$ cat config.mk
export PLATFORM = sky130hd
export DESIGN_NAME = phase_timer
export DESIGN_NICKNAME = d
export VERILOG_FILES = /design/src/rtl/phase_timer.sv
export SDC_FILE = /design/constraint.sdc
export NUM_CORES = 1
export LEC_CHECK = 0
export ABC_AREA = 1
export BUFFER_PORTS_ARGS = -buffer_cell sky130_fd_sc_hd__clkbuf_2
export CAP_MARGIN = 5
export CELL_PAD_IN_SITES_DETAIL_PLACEMENT = 0
export CELL_PAD_IN_SITES_GLOBAL_PLACEMENT = 1
export CORE_UTILIZATION = 30
export DETAILED_ROUTE_END_ITERATION = 8
export HOLD_SLACK_MARGIN = 0.06
export PLACE_DENSITY = 0.69
export SYNTH_ARGS = -nofsm -noshare
export SYNTH_HDL_FRONTEND = slang
export SYNTH_SLANG_ARGS = --single-unit
$ cat constraint.sdc
create_clock -name clk -period 8.49 [get_ports clk]
set_clock_uncertainty 0.2 [all_clocks]
set_input_delay 1.2735 -clock clk [delete_from_list [all_inputs] [get_ports clk]]
set_output_delay 1.2735 -clock clk [all_outputs]
set_load 0.005 [all_outputs]
$ cat src/rtl/phase_timer.sv
// phase_timer: per-phase countdown timer feeding main_fsm's time_out.
//
// Each time main_fsm enters a phase, the timer reloads that phase's budget.
// It then counts down one second every TICK_DIV clocks, and each rising edge
// of the penalty input removes PENALTY_SEC. The remaining time goes to the
// display path in binary and as two BCD digits.
//
// Ports:
//   clk            system clock
//   rst_n          synchronous active-low reset, sampled on rising clk
//   current_state  main_fsm state (0 IDLE, 1-4 PHASE1-4, 5 SUCCESS, 6 FAIL)
//   game_enable    counting allowed
//   timer_reset    force reload with the phase-1 budget
//   penalty        failure level; only its rising edge costs time
//   remain_sec     remaining seconds, binary (registered)
//   sec_tens       BCD tens digit of remain_sec (combinational from register)
//   sec_ones       BCD ones digit of remain_sec (combinational from register)
//   sec_tick       one-cycle pulse on each one-second decrement
//   warning        remain_sec in 1..WARN_SEC while game_enable
//   time_out       level; budget exhausted, held until reload
module phase_timer #(
  parameter int unsigned TICK_DIV    = 50000000,
  parameter int unsigned P1_SEC      = 60,
  parameter int unsigned P2_SEC      = 50,
  parameter int unsigned P3_SEC      = 40,
  parameter int unsigned P4_SEC      = 30,
  parameter int unsigned PENALTY_SEC = 5,
  parameter int unsigned WARN_SEC    = 10
) (
  input  logic       clk,
  input  logic       rst_n,
  input  logic [2:0] current_state,
  input  logic       game_enable,
  input  logic       timer_reset,
  input  logic       penalty,
  output logic [6:0] remain_sec,
  output logic [3:0] sec_tens,
  output logic [3:0] sec_ones,
  output logic       sec_tick,
  output logic       warning,
  output logic       time_out
);

  localparam int unsigned PW = (TICK_DIV > 2) ? $clog2(TICK_DIV) : 1;
  localparam int unsigned RW = 7;
  localparam int unsigned DW = 8;

  localparam logic [PW-1:0] PRESC_LAST  = PW'(TICK_DIV - 1);
  localparam logic [RW-1:0] P1_BUDGET   = RW'(P1_SEC);
  localparam logic [RW-1:0] P2_BUDGET   = RW'(P2_SEC);
  localparam logic [RW-1:0] P3_BUDGET   = RW'(P3_SEC);
  localparam logic [RW-1:0] P4_BUDGET   = RW'(P4_SEC);
  localparam logic [DW-1:0] PENALTY_DEC = DW'(PENALTY_SEC);
  localparam logic [DW-1:0] WARN_LVL    = DW'(WARN_SEC);

  localparam logic [2:0] ST_PHASE1 = 3'd1;
  localparam logic [2:0] ST_PHASE2 = 3'd2;
  localparam logic [2:0] ST_PHASE3 = 3'd3;
  localparam logic [2:0] ST_PHASE4 = 3'd4;

  logic [PW-1:0] prescaler;
  logic [2:0]    prev_state;
  logic          penalty_prev;

  logic [PW-1:0] prescaler_nxt;
  logic [RW-1:0] remain_nxt;
  logic          tick_nxt;
  logic          warn_nxt;
  logic          time_out_nxt;

  logic          pen_edge;
  logic          in_phase;
  logic          phase_entry;
  logic          tick;
  logic [RW-1:0] entry_budget;
  logic [DW-1:0] dec;

  // A held penalty level costs time only once.
  assign pen_edge    = penalty & ~penalty_prev;
  assign in_phase    = (current_state >= ST_PHASE1) && (current_state <= ST_PHASE4);
  assign phase_entry = in_phase && (current_state != prev_state);

  // Budget for the phase being entered.
  always_comb begin
    entry_budget = P1_BUDGET;
    case (current_state)
      ST_PHASE1: entry_budget = P1_BUDGET;
      ST_PHASE2: entry_budget = P2_BUDGET;
      ST_PHASE3: entry_budget = P3_BUDGET;
      ST_PHASE4: entry_budget = P4_BUDGET;
      default:   entry_budget = P1_BUDGET;
    endcase
  end

  // Next-state logic: reload > phase entry > counting > hold.
  always_comb begin
    prescaler_nxt = prescaler;
    remain_nxt    = remain_sec;
    time_out_nxt  = time_out;
    tick_nxt      = 1'b0;
    tick          = 1'b0;
    dec           = '0;

    if (timer_reset) begin
      remain_nxt    = P1_BUDGET;
      prescaler_nxt = '0;
      time_out_nxt  = 1'b0;
    end else if (phase_entry) begin
      // A penalty edge or tick landing on the entry cycle is dropped.
      remain_nxt    = entry_budget;
      prescaler_nxt = '0;
      time_out_nxt  = 1'b0;
    end else if (game_enable && !time_out) begin
      tick          = (prescaler == PRESC_LAST);
      prescaler_nxt = tick ? '0 : prescaler + PW'(1);
      tick_nxt      = tick;
      dec           = DW'(tick) + (pen_edge ? PENALTY_DEC : DW'(0));
      // Saturating subtract; reaching zero raises time_out on the same edge.
      if ({1'b0, remain_sec} > dec) begin
        remain_nxt = remain_sec - dec[RW-1:0];
      end else begin
        remain_nxt = '0;
      end
      time_out_nxt = (remain_nxt == '0);
    end

    warn_nxt = game_enable && !time_out_nxt && (remain_nxt != '0) &&
               ({1'b0, remain_nxt} <= WARN_LVL);
  end

  // State registers.
  always_ff @(posedge clk) begin
    if (!rst_n) begin
      remain_sec   <= P1_BUDGET;
      prescaler    <= '0;
      sec_tick     <= 1'b0;
      warning      <= 1'b0;
      time_out     <= 1'b0;
      prev_state   <= '0;
      penalty_prev <= 1'b0;
    end else begin
      remain_sec   <= remain_nxt;
      prescaler    <= prescaler_nxt;
      sec_tick     <= tick_nxt;
      warning      <= warn_nxt;
      time_out     <= time_out_nxt;
      prev_state   <= current_state;
      penalty_prev <= penalty;
    end
  end

  // BCD split of the registered count for the display path.
  assign sec_tens = 4'(remain_sec / 7'd10);
  assign sec_ones = 4'(remain_sec % 7'd10);

endmodule

# Word-level counts from Yosys, hierarchy flattened
# Cells that the tools add are included.
word_totals:
  output_inout_bits: 18
  input_bits: 8
  wordCells: 50
  regBits: 40
classes:
  n_addsub: 3
  magnitude_cmp: 4
  n_bitwise: 4
  muxes: 13
  div: 2
  n_eq_ne: 5
  reduce_logical: 12
op_table:
  columns: ["operator", "count"]
  rows:
  - ["$mux W7", 7]
  - ["$add A26 B1 Y26 const B", 1]
  - ["$eq A26 B26 Y1 const B", 1]
  - ["$mux W26", 1]
  - ["$pmux W6 S3", 1]
  - ["$div A7 B4 Y7 const B", 1]
  - ["$gt A7 B4 Y1", 1]
  - ["$le A7 B4 Y1 const B", 1]
  - ["$logic_not A7 Y1", 1]
  - ["$mod A7 B4 Y7 const B", 1]
  - ["$reduce_bool A7 Y1", 1]
  - ["$sub A7 B4 Y7", 1]
  - ["$eq A3 B2 Y1 const B", 2]
  - ["$logic_and A1 B1 Y1", 6]
  - ["$add A1 B3 Y4", 1]
  - ["$reduce_or A4 Y1", 1]
  - ["$eq A3 B3 Y1 const B", 1]
  - ["$ge A3 B1 Y1 const B", 1]
  - ["$le A3 B3 Y1 const B", 1]
  - ["$mux W1", 3]
  - ["$mux W3", 1]
  - ["$ne A3 B3 Y1", 1]
  - ["$not A1 Y1", 3]
  - ["$reduce_or A3 Y1", 1]
  - ["2 further kinds", 3]

# Depth between registers and ports, before layout
# Gate-level depths: netlist (run 1).
logic_depth:
  ltp_word: 17
  depth_mapped: 22
  depth_no_buf: 22

# Worst setup path after synthesis (run 1)
# OpenSTA, ideal clock, no wires.
synth_path:
  path_type: "reg-to-output"
  startpoint: "register remain_sec[6]"
  endpoint: "output sec_ones[1]"
  n_path_buf: 1
  t_required_ns: 7.016
  slack_ns: 5.154
  arrival_ns: 1.862
  path_stages_with_launch: 20
  cell_sequence: "dfxtp_1 buf_6 inv_2 nand2_1 nand2_2 nand2_4 nand2_4 nand2_2 nand3_2 nand2_2 nand3_1 nand2_1 inv_1 ha_1 inv_1 nand3_2 nand2_1 inv_1 nand3_1 nand2_1"
synth_between:
  elab_chain_cells: 1
synth_rtl:
  columns: ["item", "line", "text"]
  rows:
  - ["from (decl)", "36", "output logic [6:0] remain_sec,"]
  - ["from (signal assigned)", "142", "remain_sec <= remain_nxt;"]
  - ["$mod A7 B4 Y7", "154", "assign sec_ones = 4'(remain_sec % 7'd10);"]
  - ["to (decl)", "38", "output logic [3:0] sec_ones,"]
# Every way passes these cells.

# Final worst setup path (run 1)
# Ends and elaborated chain as after synthesis.

==> results of run 1 <==
==> cells in the mapped netlist (5+ instances only) <==
master | number | area, um2
o21ai_1 | 5 | 25.0
nor3_1 | 9 | 45.0
nor2_1 | 61 | 229
dfxtp_1 | 40 | 801
nand3_1 | 30 | 150
nand2_2 | 14 | 87.6
ha_1 | 6 | 75.1
inv_2 | 11 | 41.3
xor2_1 | 17 | 149
inv_1 | 54 | 203
o21ai_0 | 11 | 55.1
nand4_1 | 12 | 75.1
a21oi_1 | 9 | 45.0
nand2_1 | 85 | 319
==> area by class of cell <==
cell class	count	area, um2
clock buffers	6	82.6
inverters	66	248
flip-flops and latches	40	801
repair buffers	25	125
fillers	959	5710
multi-input cells	293	1600
clock inverters	2	15.0
well taps	108	135
==> logic make-up after synthesis <==
group | count (synthesis) | share of synthesized area, %
simple gates | 234 | 42.2
compound gates | 32 | 7.29
xor+xnor | 20 | 6.50
flops | 40 | 29.7
buf+inv | 73 | 10.8
fa+ha+maj | 7 | 3.53
==> worst max-delay path: stages (launching register included) <==
cell,delay [ps]
dfxtp_1,550
inv_2,90
nand2_1,120
nand2_2,70
nand2_4,100
nand2_4,60
nand2_2,80
nand3_2,70
nand2_2,100
nand3_1,130
nand2_1,130
inv_1,50
ha_1,160
inv_1,90
nand3_2,90
nand2_1,60
inv_1,50
nand3_1,60
nand2_1,60
clkbuf_2,100
==> power by group <==
| part | total, mW | switching [mW] | internal (mW) |
|---|---|---|---|
| Combinational | 0.0870 | 0.0557 | 0.0313 |
| Clock | 0.135 | 0.0693 | 0.0658 |
| Sequential | 0.194 | 0.00389 | 0.190 |
==> stage by stage <==
step           power [mW]  instances  hold WS (ps)  instance area (um2)
3_3_place_gp        0.287        532           274                 2910
3_5_place_dp        0.287        532           284                 2910
4_1_cts             0.426        540           296                 3010
2_1_floorplan       0.262        406           252                 2700
6_report            0.416        540           290                 3010
5_1_grt             0.447        540           334                 3010
==> routing by layer <==
layer / GRT usage [%] / routed length, um / vias to the layer above
met4: 3.79 / 65 / 0
met5: 0 / 0 / -
met1: 19.5 / 3230 / 1086
met2: 21.8 / 2670 / 36
li1: - / - / 1333
met3: 2.67 / 187 / 5
==> sequential cells by signal, indices dropped and copies added (netlist names) <==
register	cells
prescaler	26
remain_sec	7
prev_state	3
penalty_prev	1
sec_tick	1
time_out	1
warning	1
==> worst paths after layout <==
| path | startpoint | end | slack (ps) |
|---|---|---|---|
| setup / recovery | remain_sec[6] | sec_ones[1] | 4490 |
| hold / removal | prescaler[22] | prescaler[22] | 290 |
| setup reg to reg | prescaler[6] | warning | 4850 |
| hold reg to reg | prescaler[22] | prescaler[22] | 290 |
==> impl_results.md, run 1 <==
* Register area share after synthesis at between 20% and 30%
* Layout cell share with drive strength beyond 1 at about 18%
* GP Congestion at around 0.85
* Setup violations, final at 0
* Yosys warns at 0
* Clk_lat worst skew at approximately 300 ps
* Main synth FF type: dfxtp_1
* LEAKAGE at roughly 1.3 nW
* Post-Synthesis Cells at 406
* Slew Viols, Final at 0
* Detailed router's first-iteration violation count at a little over 80
* Most frequent cells in the layout: nand2_1, nor2_1, inv_1
* Critical path arrival at between 2000 and 3000 ps
* Mean Syn Cell Area at 6.64 um2
* Antenna Diode Count at 0
* Final Core Density at between 30% and 40%
* ANT nets after route at 0
* Largest net degree at the start of global routing at 15
* Crit path max fanout at 8
* Yosys cell types at 39
* Final TNS setup at 0 ps
* Starting Density at around 30%
* Clock Sink Count at 40
* Critical Path RT at 7020 ps
* Die X at slightly below 100 um
* Drt drc at 0
* First-pass GRT wire length at between 10000 and 15000 um
* Hold Crit Class: register to register
* CTS Buf Count at 5
* Final Hold Viols at 0
* Hold Buf Count CTS at 0
* RSZ-0062 raised after global routing: no
* Die H at approximately 97 um
* Core ar. at slightly below 9000 um2
* Max VDD drop at approximately 47 uV
* Commonest non-fill, non-tap cell in the layout: nand2_1
* Layout area overhead at 11.7%
* H-tree levels at 2
* Post-CTS Setup Bufs at 0
* Cts repair resizes at 0
* DR WL/cell at 11.4 um
* Total number of vias at approximately 2500
* Final Cycle Share at between 40% and 50%
* Seq cells post-synth at 40
* All-Layer GR Usage at between 10 and 15%
* CP Class: register to primary output
* Area of the die at ~9400 um2
* CTS tree: done
* Vias in the first global route at 2364
* GRT overflow at 0
* Pwr per Cell Area at approximately 140 nW/um2
* Post-route setup slack at approximately 4500 ps
* FFs w/ async S/R, synth at 0%
* Syn nets at 421
* Worst r2r path cells at 14
* Min cycle time layout at ~4000 ps
* # port buffers at 25
* CP startpoint kind: register
* Outcome: finished, final reports clean
* Max cap viols at 0
* Worst-path clk slew at 80 ps
* Clock buffer depth at 2
* 1st-pass router iterations at 4
* Slew HR at between 70 and 80%
* Number of synthesized flops with an enable pin at 0
* Routed wire length at between 6000 and 7000 um
* IO Count at 26
* # rows at 34
* Nets@finish at 446
* Dpl hpwl at 4900 um
* Fmax at about 250 MHz
* Worst-Margin Slew at roughly 420 ps
* Vias/cell at 4.56
* WHS Path Cells at 2
* CTS Root Buffer Type: clkbuf_8
* Initial antenna violation count at 0
* Endpoint class of the critical path: primary output
* Synthesized area at between 2000 and 3000 um2
* Worst slack, placed at roughly 4800 ps
Power figures use the tool's default switching activity.
==> run 2, diff against run 1 <==
==> constraint.sdc (replaced) <==
create_clock -name clk -period 3.7 [get_ports clk]
set_clock_uncertainty 0.2 [all_clocks]
set_input_delay 0.555 -clock clk [delete_from_list [all_inputs] [get_ports clk]]
set_output_delay 0.555 -clock clk [all_outputs]
set_load 0.005 [all_outputs]
==> impl_results.md, run 2 (synthesized netlist as in run 1, its figures left out) <==
* Cell-internal power at about 0.73 mW
* Nets@finish at 449
* Pwr per Cell Area at 335 nW/um2
* GP Congestion at between 0.8 and 0.9
* Switch Pwr at approximately 0.30 mW
* GRT overflow at 0
* 1st-pass router iterations at 4
* Critical path arrival at 3380 ps
* Initial antenna violation count at 0
* Setup violations, final at 0
* Layout area overhead at 13.9%
* Detailed router's first-iteration violation count at 67
* Worst-Margin Slew at approximately 400 ps
* Vias in the first global route at ~2400
* # port buffers at 25
* Die X at approximately 97 um
* IO Count at 26
* Crit path max fanout at 3
* Switching Share at roughly 29%
* Worst-path clk slew at approximately 80 ps
* Slew Viols, Final at 0
* Largest register FFs at 26
* Outcome: finished, final reports clean
* Final Cycle Share at between 90% and 100%
* Clock buffer depth at 2
* CP Class: register to register
* Clk pwr share at between 30% and 40%
* Final TNS setup at 0 ps
* Total number of vias at 2528
* Critical Path RT at between 3000 and 4000 ps
* Clk_lat worst skew at 300 ps
* RSZ-0062 raised after global routing: no
* Endpoint class of the critical path: register
* DR WL/cell at between 10 and 15 um
* All-Layer GR Usage at about 14%
* Hold Crit Class: input port to register
* Hold_ws at approximately 260 ps
* Starting Density at a little under a third
* Clock Sink Count at 40
* H-tree levels at 2
* Area of the die at about 9400 um2
* CTS tree: done
* Antenna Diode Count at 0
* ANT nets after route at 0
* First-pass GRT wire length at approximately 11000 um
* # rows at 34
* Core ar. at 8720 um2
* Max VDD drop at between 100 and 150 uV
* LEAKAGE at 1.32 nW
* CP startpoint kind: register
* Post-CTS Setup Bufs at 0
* Seq pwr share at between 40% and 50%
* Register bank with the most flops: prescaler
* Biggest regs: prescaler (26), remain_sec (7), prev_state (3)
* Fmax at a little under 300 MHz
* CTS Root Buffer Type: clkbuf_8
* Die H at approximately 97 um
* Drt drc at 0
* Dpl hpwl at 5030 um
* Slew HR at around three quarters
* Final Hold Viols at 0
* Largest net degree at the start of global routing at 15
* Layout cell share with drive strength beyond 1 at a little under a fifth
* Vias/cell at roughly 4.7
* Combinational power share at 19.6%
* Max cap viols at 0
* Routed wire length at between 6000 and 7000 um
* CTS Buf Count at 5
* Min cycle time layout at about 3400 ps
* Most frequent cells in the layout: nand2_1, nor2_1, inv_1
* Commonest non-fill, non-tap cell in the layout: nand2_1
[run 2: worst max-delay path, stage by stage (launching register included)]
cell and delay, ps:
dfxtp_1 380, ha_1 240, nand4_1 120, or3b_1 410, nor4_4 170, ha_1 270
ha_1 190, inv_1 110, fa_1 460, o311ai_1 360, nand3_1 160, nand3_1 90
nand2_1 50, inv_1 50, nor2_1 40
[run 2: final timing paths]
kind                 from            to  slack [ps]  depth (start not counted)
max          prescaler[0]       warning         310                         14
min               penalty  penalty_prev         260                          3
max reg2reg  prescaler[0]       warning         310                         14
min reg2reg  prescaler[1]  prescaler[1]         290                          2
[run 2: power by group through the flow]
stage                     sequential (mW)  clock, mW  combinational, mW
after CTS                           0.447      0.392              0.203
after floorplan                     0.454          0              0.148
after detailed placement            0.457          0              0.203
after global placement              0.457          0              0.203
final                               0.446      0.380              0.202
after global routing                0.448      0.412              0.233
[run 2: what timing repair did]
item | in CTS | in global routing
setup endpoints to repair | 0 | 1
hold buffers | 0 | 0
resized for setup | 0 | 4
[run 2: metrics by stage]
step / power, mW / instance area (um2) / std cells / worst slack (ps) / utilization (%)
after global routing: 1.09 / 3070 / 543 / 17.7 / 35.2
after CTS: 1.04 / 3060 / 543 / 204 / 35.0
after global placement: 0.660 / 2930 / 535 / 311 / 33.6
after detailed placement: 0.659 / 2930 / 535 / 261 / 33.6
final: 1.03 / 3070 / 543 / 311 / 35.2
after floorplan: 0.602 / 2700 / 406 / 615 / -
[run 2: area by class of cell]
class,instances,area [um2]
Clock buffer,6,82.6
Multi-Input combinational cell,293,1620
Sequential cell,40,801
Tap cell,108,135
Inverter,66,248
Timing Repair Buffer,28,148
Fill cell,927,5650
Clock inverter,2,38.8
[run 2: per-layer routing]
layer / track usage (%) / up-vias / part of all wire [%]
li1: - / 1342 / -
met1: 20.0 / 1151 / 52
met2: 21.8 / 33 / 43
met3: 2.60 / 2 / 3.9
met4: 4.48 / 0 / 0.60
met5: 0 / - / 0
